## config.mk

```make
export PLATFORM = sky130hd
export DESIGN_NAME = acc_collector
export DESIGN_NICKNAME = d
export VERILOG_FILES = /design/src/rtl/acc_pkg.sv /design/src/rtl/acc_combine.sv /design/src/rtl/acc_collector.sv
export SDC_FILE = /design/constraint.sdc
export NUM_CORES = 1
export LEC_CHECK = 0
export CORE_ASPECT_RATIO = 0.8
export CORE_UTILIZATION = 40
export CTS_CLUSTER_SIZE = 16
export DETAILED_ROUTE_END_ITERATION = 7
export DONT_BUFFER_PORTS = 1
export PLACE_DENSITY = 0.65
export SLEW_MARGIN = 10
export SYNTH_ARGS = -nofsm -noshare
export SYNTH_HDL_FRONTEND = slang
export SYNTH_SLANG_ARGS = --single-unit
```

## constraint.sdc

```tcl
create_clock -name clk -period 8.23 [get_ports clk]
set_input_delay 1.2345 -clock clk [delete_from_list [all_inputs] [get_ports clk]]
set_output_delay 1.2345 -clock clk [all_outputs]
set_load 0.02 [all_outputs]
```

## src/rtl/acc_pkg.sv

```systemverilog
// Shared types and helpers for the accumulator collector: FSM state encoding
// and the digit-pair to shift-amount mapping used by the combine stage.
package acc_pkg;

  typedef enum logic [1:0] {
    RECV = 2'd0,
    COMB = 2'd1,
    OUT  = 2'd2
  } acc_state_t;

  // Partial sum k belongs to activation digit k/w_w and weight digit k%w_w.
  // Its binary weight is the sum of the two digit positions.
  function automatic int shift_weight(input int k, input int w_w);
    return (k / w_w) + (k % w_w);
  endfunction

endpackage

```

## src/rtl/acc_combine.sv

```systemverilog
// Shift-and-add accumulator: folds one sign-extended partial sum per enabled
// cycle into a wrapping two's-complement running total.
module acc_combine #(
  parameter int DATA_W = 8,
  parameter int RES_W  = 16,
  parameter int SH_W   = 3
) (
  input  logic                     clk,
  input  logic                     clear,
  input  logic                     enable,
  input  logic signed [DATA_W-1:0] entry,
  input  logic        [SH_W-1:0]   shift,
  output logic signed [RES_W-1:0]  acc
);

  logic signed [RES_W-1:0] entry_ext;
  logic signed [RES_W-1:0] term;

  assign entry_ext = {{(RES_W-DATA_W){entry[DATA_W-1]}}, entry};
  assign term      = entry_ext <<< shift;

  // Clear has priority so a new window (or reset) always starts from zero.
  always_ff @(posedge clk) begin
    if (clear) begin
      acc <= '0;
    end else if (enable) begin
      acc <= acc + term;
    end
  end

endmodule

```

## src/rtl/acc_collector.sv

```systemverilog
// Collects A_W*W_W digit-pair partial sums from the last PE, then combines
// them serially into one signed binary window result with a valid/ready
// handshake on the output.
module acc_collector
  import acc_pkg::*;
#(
  parameter int A_W        = 3,
  parameter int W_W        = 3,
  parameter int ACC_ADDR_W = $clog2(A_W*W_W),
  parameter int ACC_DATA_W = 8,
  parameter int RES_W      = 16
) (
  input  logic                         clk,
  input  logic                         rst,
  output logic                         acc_done,
  input  logic                         acc_valid,
  input  logic        [ACC_ADDR_W-1:0] acc_addr,
  input  logic signed [ACC_DATA_W-1:0] acc_data,
  output logic signed [RES_W-1:0]      result,
  output logic                         result_valid,
  input  logic                         result_ready
);

  localparam int N     = A_W * W_W;
  localparam int CNT_W = $clog2(N + 1);
  localparam int K_W   = (N > 1) ? $clog2(N) : 1;
  localparam int SH_W  = ((A_W + W_W - 1) > 1) ? $clog2(A_W + W_W - 1) : 1;

  localparam logic [ACC_ADDR_W:0] N_ADDR   = (ACC_ADDR_W + 1)'(N);
  localparam logic [CNT_W-1:0]    LAST_CNT = CNT_W'(N - 1);
  localparam logic [K_W-1:0]      LAST_K   = K_W'(N - 1);

  acc_state_t                  state;
  logic        [CNT_W-1:0]     cnt;
  logic        [K_W-1:0]       k;
  logic signed [ACC_DATA_W-1:0] entry_mem [N];

  logic                        addr_ok;
  logic                        beat_ok;
  logic                        last_beat;
  logic        [SH_W-1:0]      shift;
  logic                        comb_clear;
  logic                        comb_en;
  logic signed [RES_W-1:0]     acc;

  assign addr_ok    = ({1'b0, acc_addr} < N_ADDR);
  assign beat_ok    = (state == RECV) && acc_valid && addr_ok;
  assign last_beat  = beat_ok && (cnt == LAST_CNT);
  assign shift      = SH_W'(shift_weight(int'(k), W_W));
  assign comb_clear = !rst || last_beat;
  assign comb_en    = (state == COMB);
  assign result     = acc;

  // Partial-sum buffer: written by accepted beats only, never reset.
  always_ff @(posedge clk) begin
    if (beat_ok) begin
      entry_mem[acc_addr] <= acc_data;
    end
  end

  // Window control: receive beats, step the combine index, hold the result.
  always_ff @(posedge clk) begin
    if (!rst) begin
      state        <= RECV;
      cnt          <= '0;
      k            <= '0;
      acc_done     <= 1'b0;
      result_valid <= 1'b0;
    end else begin
      case (state)
        RECV: begin
          acc_done <= 1'b1;
          if (beat_ok) begin
            cnt <= cnt + 1'b1;
            if (last_beat) begin
              state    <= COMB;
              k        <= '0;
              acc_done <= 1'b0;
            end
          end
        end
        COMB: begin
          k <= k + 1'b1;
          if (k == LAST_K) begin
            state        <= OUT;
            result_valid <= 1'b1;
          end
        end
        OUT: begin
          if (result_ready) begin
            state        <= RECV;
            cnt          <= '0;
            result_valid <= 1'b0;
            acc_done     <= 1'b1;
          end
        end
        default: begin
          state        <= RECV;
          cnt          <= '0;
          k            <= '0;
          acc_done     <= 1'b0;
          result_valid <= 1'b0;
        end
      endcase
    end
  end

  acc_combine #(
    .DATA_W(ACC_DATA_W),
    .RES_W (RES_W),
    .SH_W  (SH_W)
  ) u_combine (
    .clk   (clk),
    .clear (comb_clear),
    .enable(comb_en),
    .entry (entry_mem[k]),
    .shift (shift),
    .acc   (acc)
  );

endmodule

```

==> summary.md, run 1 <==
| Metric | Value |
|---|---|
| Maximum VDD drop | `about 0.00010 V` |
| Utilization after layout | `around 45%` |
| Status | `finished clean` |
| Setup WS pre-CTS | `2.13 ns` |
| Post-Route WL | `about 11 mm` |
| RSZ-0062 raised after global routing | `no` |
| Vias in the first global route | `3,605` |
| Largest net degree at the start of global routing | `33` |
| Pwr dens | `approximately 170 mW/mm²` |
| Post-synth EDFFs | `72` |
| Final Hold Fails | `0` |
| H-tree Lvls | `3` |
| Unique masters post-synth | `66` |
| Later-pin clock latency in the skew report | `0.34 ns` |
| Routed WL per cell | `about 16 µm` |
| Synth Flop Type | `edfxtp_1` |
| Max Clk Rate | `around 0.16 GHz` |
| Post-CTS Setup Bufs | `0` |
| Clock network fraction of total power | `40.5%` |
| First-pass GRT wire length | `17.5 mm` |
| Detailed Place HPWL | `approximately 7.7 mm` |
| Post-synthesis async set-or-reset flop share | `0%` |
| Slew HR | `38.0%` |
| Layout area overhead | `8.31%` |
| Pre-antenna DRT Iters | `5` |
| Critical Path Fanout Max | `15` |
| Clock slew at reported path FFs | `approximately 0.070 ns` |
| Cts repair resizes | `0` |
| Sw frac | `20.6%` |
| Leak | `2.07 nW` |
| Filler cells | `between 1k and 1.5k` |
| Crit path required time | `roughly 8.5 ns` |
| Core area | `around 0.013 mm²` |
| Root buf cell | `clkbuf_16` |
| Max-cap check violation count | `0` |
| Storage cell area | `between 0.002 and 0.003 mm²` |
| Commonest non-fill, non-tap cell in the layout | `edfxtp_1` |
| Most Frequent Cell on Critical Path | `ha_1` |
| Worst setup margin | `about 2.1 ns` |
| Slowest-stage cell, CP | `fa_1` |
| Sequential power share | `approximately 58%` |
| Via count | `around 3.6k` |
| Buf+Inv Stages, Crit Path | `1` |
| TritonCTS clock tree | `done` |
| Post-Syn Area | `0.00545 mm²` |
| Combinational power share | `about 1.6%` |
| Die area | `0.0141 mm²` |
| Actual slew at the worst max-slew pin | `0.927 ns` |
| Sequential area share after synthesis | `51.4%` |
| Ratio of cells with drive above 1 in the final layout | `around an eighth` |
| ANT cells | `0` |
| Final Critical Period | `6.12 ns` |
| Max Slew Vio Count | `0` |
| Top delay family on crit path | `adder cells` |
| CTS Buffer Depth | `2` |
| Rows | `37` |
| Final setup viols | `0` |
| Worst EP arrival | `between 6 and 7 ns` |
| Clock skew | `~0.0085 ns` |
| Worst Hold Class | `flop to flop` |
| Port bufs | `0` |
| Crit path launch type | `flop` |
| Post-DR vias/cell | `approximately 5.4` |
| Worst-path cell chain | `nor2_1 > ha_1 > and2b_1 > o31ai_4 > xnor2_1 > ha_1 > a21oi_1 > o311ai_2 > nor3_4 > mux2i_1 > fa_1 > clkinv_1 > nor3b_1 > ha_1 > a211oi_1 > o21ai_0 > nand2_1 > o211ai_1 > o22ai_1 > xor2_1 > or3_1 > a21oi_1` |
| Die Y | `106 µm` |
| Crit path kind | `flop to flop` |
| R2R Setup Slk | `between 2 and 2.5 ns` |
| Post-cts hold buffer count | `0` |
| # clock sinks | `approximately 100` |
| Ports | `34` |
| Setup TNS | `0 ns` |
| Max incr delay on CP | `between 0.7 and 0.8 ns` |
| Antenna Nets Post-Route | `0` |
| Multi-input logic area | `0.00248 mm²` |
| Starting density of the core | `a little over two fifths` |
| Total Power | `approximately 0.98 mW` |
| Post-Synthesis Cells | `between 400 and 500` |
| Synth warn | `0` |
| Total GRT Usage | `roughly 16%` |
| Die W | `between 100 and 150 µm` |
| Mean Syn Cell Area | `11.1 µm²` |
| Worst hold margin | `roughly 0.54 ns` |
| Initial antenna violation count | `0` |
| # DRC | `0` |
| Tcrit/Tclk final | `between 70 and 80%` |
| Gr ovfl total | `0` |
| Most frequent cells in the layout | `edfxtp_1 (72), nand2_1 (63), nor2_1 (32), dfxtp_1 (32), a21oi_1 (31)` |
| Switch Pwr | `slightly above 0.2 mW` |
| Drt initial violations | `~210` |
| Inserted Clock Buffers | `9` |
| Nets | `~530` |
| Crit. End Element | `flop` |
| #FFs+latches synth | `~100` |
| Syn_nets | `approximately 530` |
| RD Place Congestion | `0.922` |
| Internal Power | `0.776 mW` |
==> through the flow <==
step           cells  area, µm²
2_1_floorplan    490       5450
3_3_place_gp     654       5630
3_5_place_dp     654       5630
4_1_cts          670       5900
5_1_grt          670       5900
6_report         670       5900
==> worst register-to-register path: cells and delay by family (launching register included) <==
family | cells | cell delay, ns
DFF | 1 | 0.61
buffers and inverters | 1 | 0.33
adders and majority gates | 4 | 1.62
and+or+nand+nor | 6 | 1.50
muxes | 1 | 0.14
AOI/OAI and AO/OA | 8 | 1.62
xor gates and xnor gates | 2 | 0.23
==> cell usage after synthesis, types with 7 or more instances <==
| master | n | area share [%] |
|---|---|---|
| edfxtp_1 | 72 | 40 |
| nand2_1 | 63 | 4.3 |
| dfxtp_1 | 32 | 12 |
| nor2_1 | 32 | 2.2 |
| a21oi_1 | 31 | 2.8 |
| o21ai_0 | 28 | 2.6 |
| mux2i_1 | 26 | 4.8 |
| ha_1 | 25 | 5.7 |
| mux2_2 | 21 | 4.3 |
| inv_1 | 16 | 1.1 |
| clkbuf_1 | 10 | 0.69 |
| nor2b_1 | 10 | 1.1 |
| a22oi_1 | 9 | 1.2 |
| nor3_1 | 9 | 0.83 |
| o221ai_1 | 8 | 1.3 |
| xor2_1 | 8 | 1.3 |
| a21o_1 | 7 | 0.96 |
| xnor2_1 | 7 | 1.1 |
==> registers in the layout, indices dropped and copies added, names as in the netlist, named ones only <==
name	flops
acc_done	1
cnt	4
u_combine.acc	16
state	2
result_valid	1
entry_mem	72
k	4
==> final timing paths <==
kind / start / to / depth (start not counted)
setup / recovery: k[3] / u_combine.acc[15] / 22
setup reg to reg: k[3] / u_combine.acc[15] / 22
hold reg to reg: cnt[3] / cnt[3] / 2
hold / removal: cnt[3] / cnt[3] / 2
==> layer usage <==
layer  track usage, %  share of wire (%)  vias up
met4             5.17                1.3        0
li1                 -                  -     1804
met3             4.20                5.5       12
met2             25.8                 45       69
met1             20.2                 48     1703
met5                0                  0        -
==> logic make-up (layout without fill, tap and decap cells) <==
| kind of cell | count (synthesis) | count (layout) | share of synthesized area, % |
|---|---|---|---|
| buffers and inverters | 36 | 41 | 2.99 |
| XOR/XNOR | 17 | 17 | 3.22 |
| multiplexers | 49 | 49 | 9.60 |
| AND/OR/NAND/NOR | 144 | 144 | 12.4 |
| adder cells (fa/ha/maj) | 27 | 27 | 6.48 |
| flip-flops | 104 | 104 | 51.4 |
| AO/OA/AOI/OAI | 113 | 113 | 13.9 |
==> power groups by stage <==
stage,registers [mW],clock network (mW),logic [mW]
3_5_place_dp,0.577,0,0.0160
5_1_grt,0.566,0.424,0.0181
6_report,0.565,0.396,0.0158
3_3_place_gp,0.577,0,0.0154
4_1_cts,0.565,0.406,0.0161
2_1_floorplan,0.577,0,0.0121
==> final cells by class <==
type	instances	area share (%)
Inverter	17	1.08
Timing Repair Buffer	8	1.02
Multi-Input combinational cell	350	42.1
Clock buffer	10	3.88
Sequential cell	104	47.5
Clock inverter	6	0.742
Tap cell	175	3.71
No activity file was read; power rests on OpenSTA's default activity.
==> inputs of run 2 (changes only) <==
PLACE_DENSITY = 0.67   (was 0.65)
clock period = 5 ns   (was 8.23 ns; I/O delays follow)
==> run 2 against run 1 <==
  * The run now ends with setup timing left
  * First-iteration DRC count is 0.48% lower
  * Clock skew is 0.0028 ns higher
  * Core utilization increased by 6.7 points
  * Global-route usage up 2.1 points
  * Die area unchanged
  * Flip-flop and latch count is the same
  * Clock-buffer cell count is 1 higher
  * Sequential share of layout area is 6.0 points lower
  * Largest cell class unchanged
==> summary.md, run 2 (synthesis results as in run 1) <==
| Metric | Value |
|---|---|
| Crit Reg-Reg Startpoint | `k[3]` |
| Root buf cell | `clkbuf_16` |
| Initial antenna violation count | `0` |
| Max Slew Vio Count | `0` |
| Finished Layout Cells | `742` |
| Max reg flops | `just over 70` |
| # clock sinks | `approximately 100` |
| Ratio of cells with drive above 1 in the final layout | `30.7%` |
| Max incr delay on CP | `approximately 0.45 ns` |
| Crit path kind | `flop to flop` |
| Final Critical Period | `5.15 ns` |
| Post-Place Cells | `about 700` |
| CTS Buffer Depth | `2` |
| Final setup viols | `7` |
| Worst hold margin | `approximately 0.50 ns` |
| Later-pin clock latency in the skew report | `between 0.3 and 0.4 ns` |
| Critical Path Fanout Max | `6` |
| Status | `finished with violations` |
| Vias in the first global route | `3,950` |
| Tcrit/Tclk final | `103%` |
| Gr ovfl total | `0` |
| Slew HR | `42.1%` |
| Die W | `132 µm` |
| Hold_sp | `acc_data[5]` |
| RSZ-0062 raised after global routing | `yes` |
| Max-cap check violation count | `0` |
| Ports | `34` |
| ANT cells | `0` |
| Drt initial violations | `between 200 and 250` |
| First-pass GRT wire length | `roughly 20 mm` |
| Top delay family on crit path | `compound AO/OA/AOI/OAI gates` |
| Die Y | `~110 µm` |
| Inserted Clock Buffers | `9` |
| RD Place Congestion | `between 0.9 and 1` |
| Failing checks | `setup timing` |
| Routed WL per cell | `~17 µm` |
| Worst Hold Class | `primary input to flop` |
| Antenna Nets Post-Route | `0` |
| Storage cell area | `around 0.0028 mm²` |
| Sw frac | `approximately a fifth` |
| Worst setup margin | `-0.147 ns` |
| Combinational power share | `under 10%` |
| Post-DR vias/cell | `roughly 5.3` |
| Top flop regs | `entry_mem x72, u_combine.acc x16` |
| Sequential power share | `56.8%` |
| Total Power | `about 1.6 mW` |
| Clock network fraction of total power | `about two fifths` |
| # DRC | `0` |
| Switch Pwr | `between 0.3 and 0.4 mW` |
| Worst-path cell chain | `ha_4 > and2b_2 > o31ai_4 > xnor2_2 > ha_2 > a21oi_4 > o311ai_4 > nor3_4 > mux2i_2 > fa_2 > xor2_4 > xnor2_4 > buf_12 > mux2i_4 > mux2i_1 > ha_1 > a21oi_1 > o21ai_1 > a21oi_1 > o211ai_1 > o22ai_1 > xor2_1 > or3_1 > a21oi_1` |
| Buf+Inv Stages, Crit Path | `1` |
| Worst Setup SP | `k[3]` |
| Top reg by flops | `entry_mem` |
| Layout area overhead | `24.3%` |
| Die area | `about 0.014 mm²` |
| Internal Power | `between 1 and 1.5 mW` |
| Max Clk Rate | `between 0.15 and 0.2 GHz` |
| Total GRT Usage | `17.9%` |
| Pre-antenna DRT Iters | `4` |
| Clock slew at reported path FFs | `~0.070 ns` |
| Via count | `slightly below 4k` |
| Core area | `around 0.013 mm²` |
| Pwr dens | `approximately 240 mW/mm²` |
| Actual slew at the worst max-slew pin | `0.867 ns` |
| Final Hold Fails | `0` |
| Multi-input logic area | `roughly 0.0028 mm²` |
| Worst EP arrival | `roughly 5.4 ns` |
| Clock skew | `0.0113 ns` |
| Most frequent cells in the layout | `buf_4 (74), edfxtp_1 (72), nand2_1 (63)` |
| Leak | `between 2 and 3 nW` |
| TritonCTS clock tree | `done` |
| Filler cells | `~1.1k` |
| H-tree Lvls | `3` |
| Port bufs | `0` |
| Crit. End Element | `flop` |
| Largest net degree at the start of global routing | `33` |
| Most Frequent Cell on Critical Path | `a21oi_1` |
| Maximum VDD drop | `between 0.00015 and 0.0002 V` |
| Detailed Place HPWL | `8.48 mm` |
| Slowest-stage cell, CP | `fa_2` |
| Crit path required time | `approximately 5.3 ns` |
| Rows | `37` |
| Crit path launch type | `flop` |
| Starting density of the core | `41.7%` |
| Nets | `between 600 and 700` |
| Post-Route WL | `12.3 mm` |
| Commonest non-fill, non-tap cell in the layout | `buf_4` |
==> run 2: area by class of cell <==
class | count | area share (%)
well taps | 175 | 3.23
inverters | 17 | 0.979
multi-input cells | 351 | 40.8
flip-flops and latches | 104 | 41.5
clock buffers | 11 | 3.58
repair buffers | 79 | 9.29
clock inverters | 5 | 0.573
==> run 2: worst reg2reg max path: cells and delay by family, from the launching register on <==
kind | cells | cell delay (ns)
simple gates | 3 | 0.75
compound gates | 9 | 1.33
buf+inv | 1 | 0.16
flops | 1 | 0.37
xor+xnor | 4 | 0.73
mux | 3 | 0.46
fa+ha+maj | 4 | 1.26
==> run 2: routing by layer <==
layer / part of all wire (%) / vias up / GRT usage, %
met5: 0 / - / 0
met4: 0.55 / 0 / 4.27
met3: 3.8 / 8 / 4.53
met2: 49 / 68 / 30.1
met1: 47 / 1938 / 23.0
li1: - / 1945 / -
==> run 2: repair_timing <==
item / 4_1_cts / 5_1_grt
endpoints found under the setup margin: 10 / 11
endpoints found under the hold margin: 0 / 0
setup buffers: 16 / 6
pin swaps: 36 / 32
gates resized for setup: 26 / 26
cloned: 1 / 0
hold buffers: 0 / 0
==> run 2: final timing paths <==
| check | endpoint | depth (start not counted) | slack, ns |
|---|---|---|---|
| worst min register to register | cnt[3] | 2 | 0.54 |
| worst max register to register | u_combine.acc[15] | 24 | -0.15 |
| worst max-delay path | u_combine.acc[15] | 24 | -0.15 |
| worst min-delay path | entry_mem[6][5] | 0 | 0.50 |
==> run 2: power by group through the flow <==
stage | registers, mW | logic (mW) | clock network, mW
after floorplan | 0.949 | 0.0201 | 0
after global placement | 0.950 | 0.0271 | 0
after detailed placement | 0.950 | 0.0285 | 0
after CTS | 0.929 | 0.0289 | 0.690
after global routing | 0.930 | 0.0331 | 0.718
final | 0.929 | 0.0302 | 0.676
==> run 2: through the flow <==
step / setup WS [ns] / instance area (µm²) / util [%] / TNS (ns)
after floorplan: -0.341 / 5510 / - / -1.43
after global placement: -0.184 / 6050 / 46.3 / -0.399
after detailed placement: -0.370 / 6050 / 46.3 / -1.81
after CTS: -0.130 / 6590 / 50.4 / -0.189
after global routing: -0.403 / 6770 / 51.9 / -3.05
final: -0.147 / 6770 / 51.9 / -0.507
==> inputs of run 3 (changes only) <==
CTS_BUF_LIST = sky130_fd_sc_hd__clkbuf_4 sky130_fd_sc_hd__clkbuf_8   (was unset)
==> run 3 against run 2 <==
  * The flow still finishes with violations (setup timing)
  * Via count fell by 0.18%
  * Sequential share of layout area rose by 0.092 points
  * Register-to-register slack barely moved
  * Non-clock buffer count rose by 1
  * Core utilization fell by 0.12 points
  * Routed wire length rose by 0.27%
  * Die area did not move
==> summary.md, run 3 (synthesis results as in run 1) <==
| Metric | Value |
|---|---|
| R2R Setup Slk | `-0.16 ns` |
| Hold Crit Depth | `0` |
| Die Y | `around 110 µm` |
| Slew HR | `roughly two fifths` |
| RR Endpoint | `u_combine.acc[14]` |
| Pwr dens | `216 mW/mm²` |
| Commonest non-fill, non-tap cell in the layout | `buf_4` |
| Crit path launch type | `flop` |
| Clock network fraction of total power | `between 30% and 40%` |
| Actual slew at the worst max-slew pin | `a little under 0.9 ns` |
| TritonCTS clock tree | `done` |
| Post-Place Cells | `about 700` |
| Crit. End Element | `flop` |
| Final Hold Fails | `0` |
| Worst Hold Class | `primary input to flop` |
| Max reg flops | `slightly above 70` |
| R2R cell count | `25` |
| Drt initial violations | `251` |
| Detailed Place HPWL | `between 8 and 9 mm` |
| RD Place Congestion | `just over 0.9` |
| Maximum VDD drop | `0.000131 V` |
| Total Power | `approximately 1.5 mW` |
| Failing checks | `setup timing` |
| Hold_sp | `acc_data[5]` |
| Final Critical Period | `about 5.2 ns` |
| Post-DR vias/cell | `5.32` |
| CTS Buffer Depth | `2` |
| Clock skew | `roughly 0.017 ns` |
| RSZ-0062 raised after global routing | `yes` |
| Crit path kind | `flop to flop` |
| Later-pin clock latency in the skew report | `approximately 0.37 ns` |
| Die area | `about 0.014 mm²` |
| First-pass GRT wire length | `19.5 mm` |
| Starting density of the core | `41.7%` |
| Layout area overhead | `24.0%` |
| Hold Path Sink | `entry_mem[6][5]` |
| Vias in the first global route | `3,924` |
| Sw frac | `between 20% and 30%` |
| Critical Path Fanout Max | `6` |
| Clock slew at reported path FFs | `0.11 ns` |
| ANT cells | `0` |
| Largest net degree at the start of global routing | `33` |
| Antenna Nets Post-Route | `0` |
| Leak | `roughly 2.5 nW` |
| Ratio of cells with drive above 1 in the final layout | `32.0%` |
| Initial antenna violation count | `0` |
| Ports | `34` |
| Via count | `~4k` |
| Nets | `roughly 610` |
| Crit Reg-Reg Startpoint | `k[2]` |
| Final setup viols | `8` |
| Root buf cell | `clkbuf_8` |
| Top reg by flops | `entry_mem` |
| Worst setup margin | `-0.158 ns` |
| Most frequent cells in the layout | `buf_4 (74), edfxtp_1 (72), nand2_1 (63)` |
| Finished Layout Cells | `between 700 and 800` |
| Pre-antenna DRT Iters | `4` |
| Port bufs | `0` |
| Worst EP arrival | `between 5 and 6 ns` |
| Die W | `between 100 and 150 µm` |
| Core area | `~0.013 mm²` |
| Switch Pwr | `0.320 mW` |
| Max Slew Vio Count | `0` |
| Tcrit/Tclk final | `103%` |
| # clock sinks | `~100` |
| Sequential power share | `between 60% and 70%` |
| Routed WL per cell | `around 17 µm` |
| Rows | `37` |
| Gr ovfl total | `0` |
| Post-Route WL | `approximately 12 mm` |
| Inserted Clock Buffers | `9` |
| # DRC | `0` |
| Combinational power share | `under 10%` |
| Max Clk Rate | `0.194 GHz` |
| Internal Power | `between 1 and 1.5 mW` |
| Crit path required time | `~5.3 ns` |
| Top flop regs | `entry_mem x72, u_combine.acc x16` |
| Status | `finished with violations` |
| Max-cap check violation count | `0` |
| Total GRT Usage | `between 10% and 20%` |
| H-tree Lvls | `3` |
[run 3: cell types whose count changed in the layout (fill, tap and decap cells not counted), moves of 2 or more]
cell / change
clkbuf_16: -9
a21oi_1: -2
ha_4: +2
buf_6: +2
clkbuf_8: +9
[run 3: per-layer routing]
layer	global-route usage, %	part of all wire [%]
met1	22.8	47
met4	4.35	0.77
met3	4.67	4.2
met2	29.1	48
met5	0	0
[run 3: repair_timing]
item                       CTS  global route
resized for setup           16            50
setup endpoints to repair   10            11
pin swaps                   26            43
hold buffers                 0             0
cloned                       1             0
buffers inserted            12            14
[run 3: power groups by stage]
stage	Combinational (mW)	Sequential, mW	Clock, mW
after floorplan	0.0201	0.949	0
after global placement	0.0271	0.950	0
after detailed placement	0.0285	0.950	0
after CTS	0.0289	0.930	0.516
after global routing	0.0339	0.930	0.544
final	0.0309	0.929	0.502
[run 3: layout make-up]
class,count,area (µm²)
tap,175,219
timing repair buffer,80,632
sequential,104,2810
clock inverter,5,38.8
fill,1133,6300
multi-input combinational,351,2850
inverter,17,66.3
clock buffer,11,145
[run 3: how the worst max path moves through the flow]
| stage | startpoint | to | slack (ns) | depth (start not counted) |
|---|---|---|---|---|
| after global routing | k[2] | u_combine.acc[14] | -0.42 | 25 |
| after global placement | k[3] | u_combine.acc[15] | -0.18 | 24 |
| after detailed placement | k[3] | u_combine.acc[15] | -0.37 | 23 |
| after floorplan | k[2] | u_combine.acc[15] | -0.34 | 26 |
| after CTS | k[3] | u_combine.acc[15] | -0.09 | 25 |
| final | k[2] | u_combine.acc[14] | -0.16 | 25 |
[run 3: critical path: stages (launching register included)]
cell	delay, ns
dfxtp_4	0.38
ha_4	0.26
and2b_2	0.23
o31ai_4	0.29
xnor2_2	0.12
ha_2	0.21
a21oi_4	0.13
o311ai_4	0.12
nor3_4	0.19
mux2i_2	0.11
fa_2	0.45
xor2_4	0.27
xnor2_4	0.15
buf_12	0.16
mux2i_2	0.23
buf_4	0.14
o21ai_1	0.05
ha_1	0.31
buf_4	0.17
nor2_1	0.25
nor3_4	0.08
o2bb2ai_4	0.14
a221oi_2	0.28
xnor2_1	0.15
nand2_1	0.08
a21oi_2	0.11
[run 3: stage by stage]
step | setup TNS [ns] | setup slack, ns | util, % | area [µm²] | hold WS (ns)
detailed placement | -1.81 | -0.370 | 46.3 | 6050 | 0.523
global placement | -0.399 | -0.184 | 46.3 | 6050 | 0.493
floorplan | -1.43 | -0.341 | - | 5510 | 0.479
CTS | -0.155 | -0.0911 | 49.0 | 6400 | 0.445
global route | -2.98 | -0.421 | 51.8 | 6760 | 0.438
finish | -0.546 | -0.158 | 51.8 | 6760 | 0.468
